`src/rtl/cache_refill_arbiter_pkg.sv`:
```
// Shared types, constants and helpers for the cache refill arbiter.
// Latency: n/a (declarations only).
// Backpressure: n/a.
package cache_arb_pkg;

    // FSM encoding kept as plain vectors so legacy tools and waveform scripts see stable codes.
    typedef logic [2:0] arb_state_e;
    localparam arb_state_e ST_IDLE = 3'd0;
    localparam arb_state_e ST_AR   = 3'd1;
    localparam arb_state_e ST_RDAT = 3'd2;
    localparam arb_state_e ST_AW   = 3'd3;
    localparam arb_state_e ST_WDAT = 3'd4;
    localparam arb_state_e ST_BRSP = 3'd5;
    localparam arb_state_e ST_RESP = 3'd6;

    localparam logic [1:0] AXI_BURST_INCR = 2'b01;
    localparam logic [1:0] AXI_RESP_OKAY  = 2'b00;

    // Number of AXI data beats that make up one cache line.
    function automatic int line_beats(input int line_w, input int data_w);
        return line_w / data_w;
    endfunction

    // AXI AxSIZE encoding for a full-width beat.
    function automatic int beat_size(input int data_w);
        return $clog2(data_w / 8);
    endfunction

endpackage

```
`src/rtl/cache_refill_arbiter_if.sv`:
```
// AXI4 master-side bundle (AR/R/AW/W/B) between the refill arbiter and memory.
// Latency: n/a (wires only).
// Backpressure: standard AXI valid/ready on every channel.
interface cache_refill_arbiter_if #(
    parameter int AddrWidth = 32,
    parameter int DataWidth = 32,
    parameter int IdWidth   = 4
);
    logic [IdWidth-1:0]     arid;
    logic [AddrWidth-1:0]   araddr;
    logic [7:0]             arlen;
    logic [2:0]             arsize;
    logic [1:0]             arburst;
    logic                   arvalid;
    logic                   arready;

    logic [IdWidth-1:0]     rid;
    logic [DataWidth-1:0]   rdata;
    logic [1:0]             rresp;
    logic                   rlast;
    logic                   rvalid;
    logic                   rready;

    logic [IdWidth-1:0]     awid;
    logic [AddrWidth-1:0]   awaddr;
    logic [7:0]             awlen;
    logic [2:0]             awsize;
    logic [1:0]             awburst;
    logic                   awvalid;
    logic                   awready;

    logic [DataWidth-1:0]   wdata;
    logic [DataWidth/8-1:0] wstrb;
    logic                   wlast;
    logic                   wvalid;
    logic                   wready;

    logic [IdWidth-1:0]     bid;
    logic [1:0]             bresp;
    logic                   bvalid;
    logic                   bready;

    modport master (
        output arid, araddr, arlen, arsize, arburst, arvalid, input arready,
        input  rid, rdata, rresp, rlast, rvalid, output rready,
        output awid, awaddr, awlen, awsize, awburst, awvalid, input awready,
        output wdata, wstrb, wlast, wvalid, input wready,
        input  bid, bresp, bvalid, output bready
    );

    modport slave (
        input  arid, araddr, arlen, arsize, arburst, arvalid, output arready,
        output rid, rdata, rresp, rlast, rvalid, input rready,
        input  awid, awaddr, awlen, awsize, awburst, awvalid, output awready,
        input  wdata, wstrb, wlast, wvalid, output wready,
        output bid, bresp, bvalid, input bready
    );
endinterface

```
`src/rtl/cache_refill_arbiter_rr_arb2.sv`:
```
// Two-way round-robin grant with pointer register; pointer moves to the loser after each grant.
// Latency: grant is combinational in the take cycle; pointer updates on the following edge.
// Backpressure: no grant while take_i is low; requests simply wait.
// Ports: clk_i/rst_ni, req_i (per-requester valid), take_i (arbiter may accept now),
//        gnt_o (one-hot accept), idx_o (index of the requester that would win).
module rr_arb2 (
    input  logic       clk_i,
    input  logic       rst_ni,
    input  logic [1:0] req_i,
    input  logic       take_i,
    output logic [1:0] gnt_o,
    output logic       idx_o
);
    logic ptr_q, ptr_d;

    always_comb begin
        gnt_o = 2'b00;
        ptr_d = ptr_q;
        // Pointed requester wins ties; otherwise the other one (if it is valid at all).
        idx_o = req_i[ptr_q] ? ptr_q : ~ptr_q;
        if (take_i && (req_i != 2'b00)) begin
            gnt_o[idx_o] = 1'b1;
            ptr_d        = ~idx_o;
        end
    end

    always_ff @(posedge clk_i or negedge rst_ni) begin
        if (!rst_ni) begin
            ptr_q <= 1'b0;
        end else begin
            ptr_q <= ptr_d;
        end
    end
endmodule

```
`src/rtl/cache_refill_arbiter.sv`:
```
// Shares one AXI4 master between I-cache (0) and D-cache (1): whole-line refills and writebacks.
// Latency: read = 1 + Beats + 1 cycles after accept, write = 1 + Beats + 1 + 1 (zero-wait slave).
// Backpressure: one transaction in flight; req_ready_o only pulses in IDLE; AXI stalls hold payload.
// Ports: clk_i/rst_ni; req_{valid,ready,we,addr,wdata} per requester; rsp_{valid,rdata,err};
//        m_axi carries the AR/R/AW/W/B channels.
module cache_refill_arbiter
    import cache_arb_pkg::*;
#(
    parameter int AddrWidth = 32,
    parameter int DataWidth = 32,
    parameter int LineWidth = 128,
    parameter int IdWidth   = 4
) (
    input  logic                      clk_i,
    input  logic                      rst_ni,
    input  logic [1:0]                req_valid_i,
    output logic [1:0]                req_ready_o,
    input  logic [1:0]                req_we_i,
    input  logic [1:0][AddrWidth-1:0] req_addr_i,
    input  logic [1:0][LineWidth-1:0] req_wdata_i,
    output logic [1:0]                rsp_valid_o,
    output logic [LineWidth-1:0]      rsp_rdata_o,
    output logic                      rsp_err_o,
    cache_refill_arbiter_if.master    m_axi
);
    localparam int Beats = line_beats(LineWidth, DataWidth);
    localparam int CntW  = $clog2(Beats + 1);
    localparam int OffW  = $clog2(LineWidth / 8);
    localparam logic [CntW-1:0] LastCnt = CntW'(Beats - 1);
    localparam logic [CntW-1:0] FullCnt = CntW'(Beats);

    arb_state_e           state_q, state_d;
    logic                 gnt_q, gnt_d;
    logic                 we_q, we_d;
    logic [AddrWidth-1:0] addr_q, addr_d;
    logic [LineWidth-1:0] line_q, line_d;
    logic [CntW-1:0]      cnt_q, cnt_d;
    logic                 err_q, err_d;

    logic [1:0]           gnt;
    logic                 gnt_idx;
    logic [DataWidth-1:0] cur_word;
    logic                 in_ar, in_rdat, in_aw, in_wdat, in_brsp, in_resp;
    logic                 unused_sink;

    // Reset gates the take so req_ready_o stays low while rst_ni is asserted.
    rr_arb2 u_rr_arb2 (
        .clk_i  (clk_i),
        .rst_ni (rst_ni),
        .req_i  (req_valid_i),
        .take_i (rst_ni && (state_q == ST_IDLE)),
        .gnt_o  (gnt),
        .idx_o  (gnt_idx)
    );

    assign req_ready_o = gnt;

    assign in_ar   = (state_q == ST_AR);
    assign in_rdat = (state_q == ST_RDAT);
    assign in_aw   = (state_q == ST_AW);
    assign in_wdat = (state_q == ST_WDAT);
    assign in_brsp = (state_q == ST_BRSP);
    assign in_resp = (state_q == ST_RESP);

    always_comb begin
        cur_word = '0;
        for (int i = 0; i < Beats; i++) begin
            if (cnt_q == CntW'(i)) cur_word = line_q[i*DataWidth +: DataWidth];
        end
    end

    always_comb begin
        state_d = state_q;
        gnt_d   = gnt_q;
        we_d    = we_q;
        addr_d  = addr_q;
        line_d  = line_q;
        cnt_d   = cnt_q;
        err_d   = err_q;
        case (state_q)
            ST_IDLE: begin
                if (gnt != 2'b00) begin
                    gnt_d   = gnt_idx;
                    we_d    = req_we_i[gnt_idx];
                    addr_d  = {req_addr_i[gnt_idx][AddrWidth-1:OffW], {OffW{1'b0}}};
                    // Refills start from a zeroed buffer so short bursts leave defined words.
                    line_d  = req_we_i[gnt_idx] ? req_wdata_i[gnt_idx] : '0;
                    cnt_d   = '0;
                    err_d   = 1'b0;
                    state_d = req_we_i[gnt_idx] ? ST_AW : ST_AR;
                end
            end
            ST_AR: if (m_axi.arready) state_d = ST_RDAT;
            ST_RDAT: begin
                if (m_axi.rvalid) begin
                    if (m_axi.rresp[1]) err_d = 1'b1;
                    // Beats past the end of the line (cnt == Beats) match no word and are dropped.
                    for (int i = 0; i < Beats; i++) begin
                        if (cnt_q == CntW'(i)) line_d[i*DataWidth +: DataWidth] = m_axi.rdata;
                    end
                    if (m_axi.rlast) begin
                        if (cnt_q != LastCnt) err_d = 1'b1;
                        state_d = ST_RESP;
                    end else begin
                        if (cnt_q == LastCnt) err_d = 1'b1;
                        if (cnt_q != FullCnt) cnt_d = cnt_q + 1'b1;
                    end
                end
            end
            ST_AW: if (m_axi.awready) state_d = ST_WDAT;
            ST_WDAT: begin
                if (m_axi.wready) begin
                    if (cnt_q == LastCnt) state_d = ST_BRSP;
                    else                  cnt_d   = cnt_q + 1'b1;
                end
            end
            ST_BRSP: begin
                if (m_axi.bvalid) begin
                    if (m_axi.bresp[1]) err_d = 1'b1;
                    state_d = ST_RESP;
                end
            end
            ST_RESP: state_d = ST_IDLE;
            default: state_d = ST_IDLE;
        endcase
    end

    always_ff @(posedge clk_i or negedge rst_ni) begin
        if (!rst_ni) begin
            state_q <= ST_IDLE;
            gnt_q   <= 1'b0;
            we_q    <= 1'b0;
            addr_q  <= '0;
            line_q  <= '0;
            cnt_q   <= '0;
            err_q   <= 1'b0;
        end else begin
            state_q <= state_d;
            gnt_q   <= gnt_d;
            we_q    <= we_d;
            addr_q  <= addr_d;
            line_q  <= line_d;
            cnt_q   <= cnt_d;
            err_q   <= err_d;
        end
    end

    // Payloads are zero whenever their valid is low; all driven from registered state only.
    assign m_axi.arvalid = in_ar;
    assign m_axi.arid    = in_ar ? IdWidth'(gnt_q) : '0;
    assign m_axi.araddr  = in_ar ? addr_q : '0;
    assign m_axi.arlen   = in_ar ? 8'(Beats - 1) : '0;
    assign m_axi.arsize  = in_ar ? 3'(beat_size(DataWidth)) : '0;
    assign m_axi.arburst = in_ar ? AXI_BURST_INCR : AXI_RESP_OKAY;
    assign m_axi.rready  = in_rdat;

    assign m_axi.awvalid = in_aw;
    assign m_axi.awid    = in_aw ? IdWidth'(gnt_q) : '0;
    assign m_axi.awaddr  = in_aw ? addr_q : '0;
    assign m_axi.awlen   = in_aw ? 8'(Beats - 1) : '0;
    assign m_axi.awsize  = in_aw ? 3'(beat_size(DataWidth)) : '0;
    assign m_axi.awburst = in_aw ? AXI_BURST_INCR : AXI_RESP_OKAY;

    assign m_axi.wvalid  = in_wdat;
    assign m_axi.wdata   = in_wdat ? cur_word : '0;
    assign m_axi.wstrb   = in_wdat ? '1 : '0;
    assign m_axi.wlast   = in_wdat && (cnt_q == LastCnt);
    assign m_axi.bready  = in_brsp;

    assign rsp_valid_o = in_resp ? (gnt_q ? 2'b10 : 2'b01) : 2'b00;
    assign rsp_rdata_o = (in_resp && !we_q) ? line_q : '0;
    assign rsp_err_o   = in_resp && err_q;

    // Only one ID is ever outstanding, so rid/bid carry no information here.
    assign unused_sink = ^{m_axi.rid, m_axi.bid, m_axi.rresp[0], m_axi.bresp[0],
                           req_addr_i[0][OffW-1:0], req_addr_i[1][OffW-1:0]};
endmodule

```
`src/flat_wrapper.sv`:
```
// flat-port wrapper written by rule: the top's interface ports become plain ports
module cache_refill_arbiter_flat import cache_arb_pkg::*;
#(
    parameter int AddrWidth = 32,
    parameter int DataWidth = 32,
    parameter int LineWidth = 128,
    parameter int IdWidth   = 4
)
  (clk_i, rst_ni, req_valid_i, req_ready_o, req_we_i, req_addr_i, req_wdata_i, rsp_valid_o, rsp_rdata_o, rsp_err_o, m_axi_arid, m_axi_araddr, m_axi_arlen, m_axi_arsize, m_axi_arburst, m_axi_arvalid, m_axi_arready, m_axi_rid, m_axi_rdata, m_axi_rresp, m_axi_rlast, m_axi_rvalid, m_axi_rready, m_axi_awid, m_axi_awaddr, m_axi_awlen, m_axi_awsize, m_axi_awburst, m_axi_awvalid, m_axi_awready, m_axi_wdata, m_axi_wstrb, m_axi_wlast, m_axi_wvalid, m_axi_wready, m_axi_bid, m_axi_bresp, m_axi_bvalid, m_axi_bready);
  cache_refill_arbiter_if #(.AddrWidth(AddrWidth), .DataWidth(DataWidth), .IdWidth(IdWidth)) m_axi_i ();
  input  logic clk_i;
  input  logic rst_ni;
  input  logic [1:0] req_valid_i;
  output logic [1:0] req_ready_o;
  input  logic [1:0] req_we_i;
  input  logic [1:0][AddrWidth-1:0] req_addr_i;
  input  logic [1:0][LineWidth-1:0] req_wdata_i;
  output logic [1:0] rsp_valid_o;
  output logic [LineWidth-1:0] rsp_rdata_o;
  output logic rsp_err_o;
  output wire logic [$bits(m_axi_i.arid)-1:0] m_axi_arid;
  output wire logic [$bits(m_axi_i.araddr)-1:0] m_axi_araddr;
  output wire logic [$bits(m_axi_i.arlen)-1:0] m_axi_arlen;
  output wire logic [$bits(m_axi_i.arsize)-1:0] m_axi_arsize;
  output wire logic [$bits(m_axi_i.arburst)-1:0] m_axi_arburst;
  output wire logic [$bits(m_axi_i.arvalid)-1:0] m_axi_arvalid;
  input wire logic [$bits(m_axi_i.arready)-1:0] m_axi_arready;
  input wire logic [$bits(m_axi_i.rid)-1:0] m_axi_rid;
  input wire logic [$bits(m_axi_i.rdata)-1:0] m_axi_rdata;
  input wire logic [$bits(m_axi_i.rresp)-1:0] m_axi_rresp;
  input wire logic [$bits(m_axi_i.rlast)-1:0] m_axi_rlast;
  input wire logic [$bits(m_axi_i.rvalid)-1:0] m_axi_rvalid;
  output wire logic [$bits(m_axi_i.rready)-1:0] m_axi_rready;
  output wire logic [$bits(m_axi_i.awid)-1:0] m_axi_awid;
  output wire logic [$bits(m_axi_i.awaddr)-1:0] m_axi_awaddr;
  output wire logic [$bits(m_axi_i.awlen)-1:0] m_axi_awlen;
  output wire logic [$bits(m_axi_i.awsize)-1:0] m_axi_awsize;
  output wire logic [$bits(m_axi_i.awburst)-1:0] m_axi_awburst;
  output wire logic [$bits(m_axi_i.awvalid)-1:0] m_axi_awvalid;
  input wire logic [$bits(m_axi_i.awready)-1:0] m_axi_awready;
  output wire logic [$bits(m_axi_i.wdata)-1:0] m_axi_wdata;
  output wire logic [$bits(m_axi_i.wstrb)-1:0] m_axi_wstrb;
  output wire logic [$bits(m_axi_i.wlast)-1:0] m_axi_wlast;
  output wire logic [$bits(m_axi_i.wvalid)-1:0] m_axi_wvalid;
  input wire logic [$bits(m_axi_i.wready)-1:0] m_axi_wready;
  input wire logic [$bits(m_axi_i.bid)-1:0] m_axi_bid;
  input wire logic [$bits(m_axi_i.bresp)-1:0] m_axi_bresp;
  input wire logic [$bits(m_axi_i.bvalid)-1:0] m_axi_bvalid;
  output wire logic [$bits(m_axi_i.bready)-1:0] m_axi_bready;
  assign m_axi_arid = m_axi_i.arid;
  assign m_axi_araddr = m_axi_i.araddr;
  assign m_axi_arlen = m_axi_i.arlen;
  assign m_axi_arsize = m_axi_i.arsize;
  assign m_axi_arburst = m_axi_i.arburst;
  assign m_axi_arvalid = m_axi_i.arvalid;
  assign m_axi_i.arready = m_axi_arready;
  assign m_axi_i.rid = m_axi_rid;
  assign m_axi_i.rdata = m_axi_rdata;
  assign m_axi_i.rresp = m_axi_rresp;
  assign m_axi_i.rlast = m_axi_rlast;
  assign m_axi_i.rvalid = m_axi_rvalid;
  assign m_axi_rready = m_axi_i.rready;
  assign m_axi_awid = m_axi_i.awid;
  assign m_axi_awaddr = m_axi_i.awaddr;
  assign m_axi_awlen = m_axi_i.awlen;
  assign m_axi_awsize = m_axi_i.awsize;
  assign m_axi_awburst = m_axi_i.awburst;
  assign m_axi_awvalid = m_axi_i.awvalid;
  assign m_axi_i.awready = m_axi_awready;
  assign m_axi_wdata = m_axi_i.wdata;
  assign m_axi_wstrb = m_axi_i.wstrb;
  assign m_axi_wlast = m_axi_i.wlast;
  assign m_axi_wvalid = m_axi_i.wvalid;
  assign m_axi_i.wready = m_axi_wready;
  assign m_axi_i.bid = m_axi_bid;
  assign m_axi_i.bresp = m_axi_bresp;
  assign m_axi_i.bvalid = m_axi_bvalid;
  assign m_axi_bready = m_axi_i.bready;
  cache_refill_arbiter #(.AddrWidth(AddrWidth), .DataWidth(DataWidth), .LineWidth(LineWidth), .IdWidth(IdWidth)) u_core (.clk_i(clk_i), .rst_ni(rst_ni), .req_valid_i(req_valid_i), .req_ready_o(req_ready_o), .req_we_i(req_we_i), .req_addr_i(req_addr_i), .req_wdata_i(req_wdata_i), .rsp_valid_o(rsp_valid_o), .rsp_rdata_o(rsp_rdata_o), .rsp_err_o(rsp_err_o), .m_axi(m_axi_i));
endmodule
```
`config.mk`:
```
export PLATFORM = sky130hd
export DESIGN_NAME = cache_refill_arbiter_flat
export DESIGN_NICKNAME = d
export VERILOG_FILES = /design/src/rtl/cache_refill_arbiter_pkg.sv /design/src/rtl/cache_refill_arbiter_if.sv /design/src/rtl/cache_refill_arbiter_rr_arb2.sv /design/src/rtl/cache_refill_arbiter.sv /design/src/flat_wrapper.sv
export SDC_FILE = /design/constraint.sdc
export NUM_CORES = 1
export LEC_CHECK = 0
export ABC_AREA = 1
export CAP_MARGIN = 20
export CORE_AREA = 2 2 253 255
export CTS_CLUSTER_DIAMETER = 50
export DETAILED_ROUTE_END_ITERATION = 16
export DIE_AREA = 0 0 255 257
export GPL_ROUTABILITY_DRIVEN = 0
export PLACE_DENSITY = 0.48
export REMOVE_ABC_BUFFERS = 1
export SYNTH_ARGS = -nofsm -noshare
export SYNTH_HDL_FRONTEND = slang
export SYNTH_HIERARCHICAL = 1
export SYNTH_SLANG_ARGS = --single-unit
export TNS_END_PERCENT = 20
```
`constraint.sdc`:
```
create_clock -name clk_i -period 6 [get_ports clk_i]
set_input_delay 1.5 -clock clk_i [delete_from_list [all_inputs] [get_ports clk_i]]
set_output_delay 1.5 -clock clk_i [all_outputs]
set_load 0.02 [all_outputs]
```
==> results.md <==
Outcome:
- The run finished with clean final reports.

Worst setup path:
- The setup path with the least slack is of type flop to output port.
- The launching element type of the critical path is a flop.
- The endpoint identified for the worst register-to-register timing path is u_core/line_q[101].
- In this run the worst path has a maximum fanout of 24.
- At the worst endpoint, the required time is 4.50 ns.
- The worst register-to-register path begins at u_core/state_q[2].
- The register-to-register setup slack is 2.17 ns.
- The number of cells traversed by the worst register-to-register path is 12.
- The worst endpoint data arrival time is 3.57 ns.
- The worst setup path is captured at an output port.

Yosys:
- After synthesis the cells add up to 12,700 um^2.
- The sequential cell area fraction in the yosys report is 32.7%.
- The number of synthesized register bits is 166.
- Yosys mapped the design onto 27 distinct sky130hd cell types.
- Of the total synthesized cell area, the portion taken by full adders, half adders and majority gates is less than 1%.
- The synthesized netlist devotes a little over a tenth of its cell area to compound gates.
- The share of synthesized cell area in and, or, nand and nor gates is 42.0%.
- The cell count after synthesis came out at 2,120.
- The dominant combinational cell family by area after synthesis is simple AND/OR/NAND/NOR gates.
- The Yosys step of the flow raised 6 warnings.
- The area share of the largest cell type after synthesis is between 30% and 40%.
- The multiplexer fraction of the synthesized cell area is 0%.
- The cell type with the highest aggregate area in the netlist is dfrtp_1.
- The share of the synthesized netlist area taken by xor and xnor gates is less than 1%.
- Sorting the synthesized cells by area gives the leading types as dfrtp_1 (33%), nand2_1 (25%), nand3_1 (8.2%), nor2_1 (8.0%), inv_1 (5.5%).
- The post-synthesis average cell area is around 6.0 um^2.

Power and ir drop:
- The highest ir drop seen on vdd is 387 uV.
- The completed layout was analyzed and its total power is 7950 uW.
- The total power divided by cell area is about 400 nW/um^2.
- The leakage component of the power is ~0.009 uW.

Finish:
- Leaving out fill and tap cells, the most frequent cell in the layout is nand2_1.
- Cells with a size suffix above 1 make up 3.51% of the layout.
- The post-layout instance area is 19,700 um^2.
- Leaving out fill and tap cells, the most frequent cells in the layout are nand2_1 (836), clkdlybuf4s50_1 (597), nor2_1 (267).
- The post-synthesis to final-layout area growth is 55.6%.
- The number of non-filler instances in the completed layout is 3,468.
- The final-stage net count is ~3,000.
- Cells fill 31.5% of the core in the end.

Clocking:
- The H-tree was split into 4 levels.
- The CTS tree is done.
- The clock transition at the registers of the reported paths is approximately 0.08 ns.
- The total CTS buffers is 17.
- CTS saw 166 sinks.
- The post-cts hold buffer count is 0.
- The clock latency on the worst-skew pair is roughly 0.5 ns.
- The cell sitting at the root of the clock tree is a clkbuf_16.
- Post-CTS repair changed the size of 0 cells.
- In this run the deepest clock path goes through 2 buffers.
- Once the clock tree was built, the setup fixing pass inserted 0 buffers.

Detailed routing:
- The first TritonRoute pass finished after 6 iterations.
- In the final routing, the length of wire on met1 measures ~28,000 um.
- In the final routed layout, each cell accounts on average for 18.6 um.
- For this block, the via count after detailed routing is around 15,000.
- The topmost layer with routed signal wires is met4.
- The DRC violation count after routing is 0.
- Wire segments on met3 add up to 3930 um in the final route.
- Dividing the detail-routed via count by the number of cells gives 4.40.
- The DRC marker count from the first detailed-route iteration is roughly 900.
- The routed design has approximately 65,000 um of wire.
- After detailed routing, the met2 layer carries 31,500 um of wire.
- The remaining number of nets flagged by the antenna check after routing is 0.

GRT:
- After global routing the overflow that remains totals 0.
- The first global-routing pass estimated 94,400 um of wire.
- The via count of the first global-routing pass came to 15,100.
- The maximum number of pins on one net before global-route repair is 85.
- The global routing usage summed across all routing layers is 19.4%.
- The number of antenna violations at the first check in global routing is 3.

STA:
- The maximum achievable frequency is 197 MHz.
- After layout, the minimum clock period comes to 5.07 ns.
- The actual slew at the worst max-slew pin is 1.09 ns.
- The final critical path takes up 84.4% of the cycle.
- Measured against its own limit, the worst slew margin works out to 27.3%.
- The number of endpoints failing setup at the final stage is 0.
- The final hold violation count came to 0.
- The final worst clock skew is 0.0101 ns.
- Setup repair after global routing left no endpoint under its margin.
- The final number of max-transition violations came to 0.

Floorplanning:
- The initial utilization of the core area, before any placement, comes to 20.2%.
- The area of the core is 62,700 um^2.
- From bottom edge to top edge, the die measures 257 um.
- 649 I/O pins were placed.
- The die width is between 200 and 300 um.
- The total number of placement rows is a little over 90.
- The overall die area is 65,500 um^2.

Placement:
- The number of placed instances with taps included is 3,432.
- During placement, the flow inserted port buffers numbering 598.
- After detailed placement, the total cell area comes to 19,100 um^2.
- The detailed placer's ending HPWL is 47,500 um.

Job:
- Max-cap violations in this run came to 0.

Hold path:
- The worst hold path was traced through 2 stages.
- In this run the worst hold path is classified as flop to flop.
- The worst hold path startpoint is u_core/line_q[83].
- For hold timing, the worst endpoint is u_core/line_q[83].
==> synth_stat cells (all sizes together) <==
library cell and instances:
nand3 207, clkinv 1, xor2 1, o31ai 28, nor2 274, a21boi 64, o21ai 105, buf 124
nor3 3, dfrtp 166, inv 194, or2 1, ha 6, a21oi 34, nand2 849, conb 1
clkbuf 62
==> sequential cells by signal, indices dropped and copies added (netlist names) <==
register,count
u_core/u_rr_arb2/ptr_q,1
u_core/state_q,3
u_core/addr_q,28
u_core/err_q,1
u_core/line_q,128
u_core/cnt_q,3
u_core/gnt_q,1
u_core/we_q,1
==> per-stage QoR <==
stage	setup TNS, ns	hold WS, ns	worst slack, ns
after floorplan	-372.40	0.442	-2.97
after global placement	0	0.455	1.32
after detailed placement	0	0.458	1.28
after CTS	0	0.475	0.846
after global routing	0	0.497	0.694
final	0	0.473	0.934
==> worst max-delay path, stage by stage, from the launching register on <==
cell	delay (ns)
dfrtp_1	0.64
inv_2	0.23
nor3_4	0.72
buf_4	0.45
o21ai_0	0.18
a21oi_1	0.15
clkdlybuf4s50_1	0.65
==> cells by family after synthesis <==
family | count (synthesis)
DFF | 166
adders and majority gates | 6
xor gates and xnor gates | 1
other | 1
AOI/OAI and AO/OA | 231
buffers and inverters | 381
and+or+nand+nor | 1334
==> area by class of cell <==
type                            count  area, um^2
Tap cell                          846        1060
Timing Repair Buffer              621        6190
Multi-Input combinational cell   1604        6990
Clock buffer                       19         453
Clock inverter                     13         145
Sequential cell                   166        4150
Antenna cell                        4        10.0
Inverter                          195         743
Fill cell                        6969       43000
==> power breakdown <==
part | switching (uW) | total (uW) | internal [uW]
Combinational | 3410 | 4920 | 1510
Clock | 543 | 1180 | 638
Sequential | 314 | 1840 | 1530
Total | 4270 | 7950 | 3680
==> worst max-delay path by stage <==
stage / startpoint / endpoint / slack [ns] / cells past startpoint
3_3_place_gp: req_valid_i[1] / u_core/line_q[114] / 1.32 / 13
4_1_cts: u_core/state_q[2] / m_axi_wdata[15] / 0.85 / 6
3_5_place_dp: req_valid_i[1] / u_core/line_q[101] / 1.28 / 13
5_1_grt: u_core/state_q[2] / m_axi_wdata[1] / 0.69 / 6
6_report: u_core/state_q[2] / m_axi_wdata[15] / 0.93 / 6
2_1_floorplan: req_valid_i[1] / u_core/line_q[100] / -2.97 / 11
==> per-layer routing <==
metal  GRT usage, %  vias up
met5              0        -
met4           6.03        0
met3           4.44       79
met2           33.0      489
met1           24.1     7245
li1               -     7444
Power figures use the tool's default switching activity.
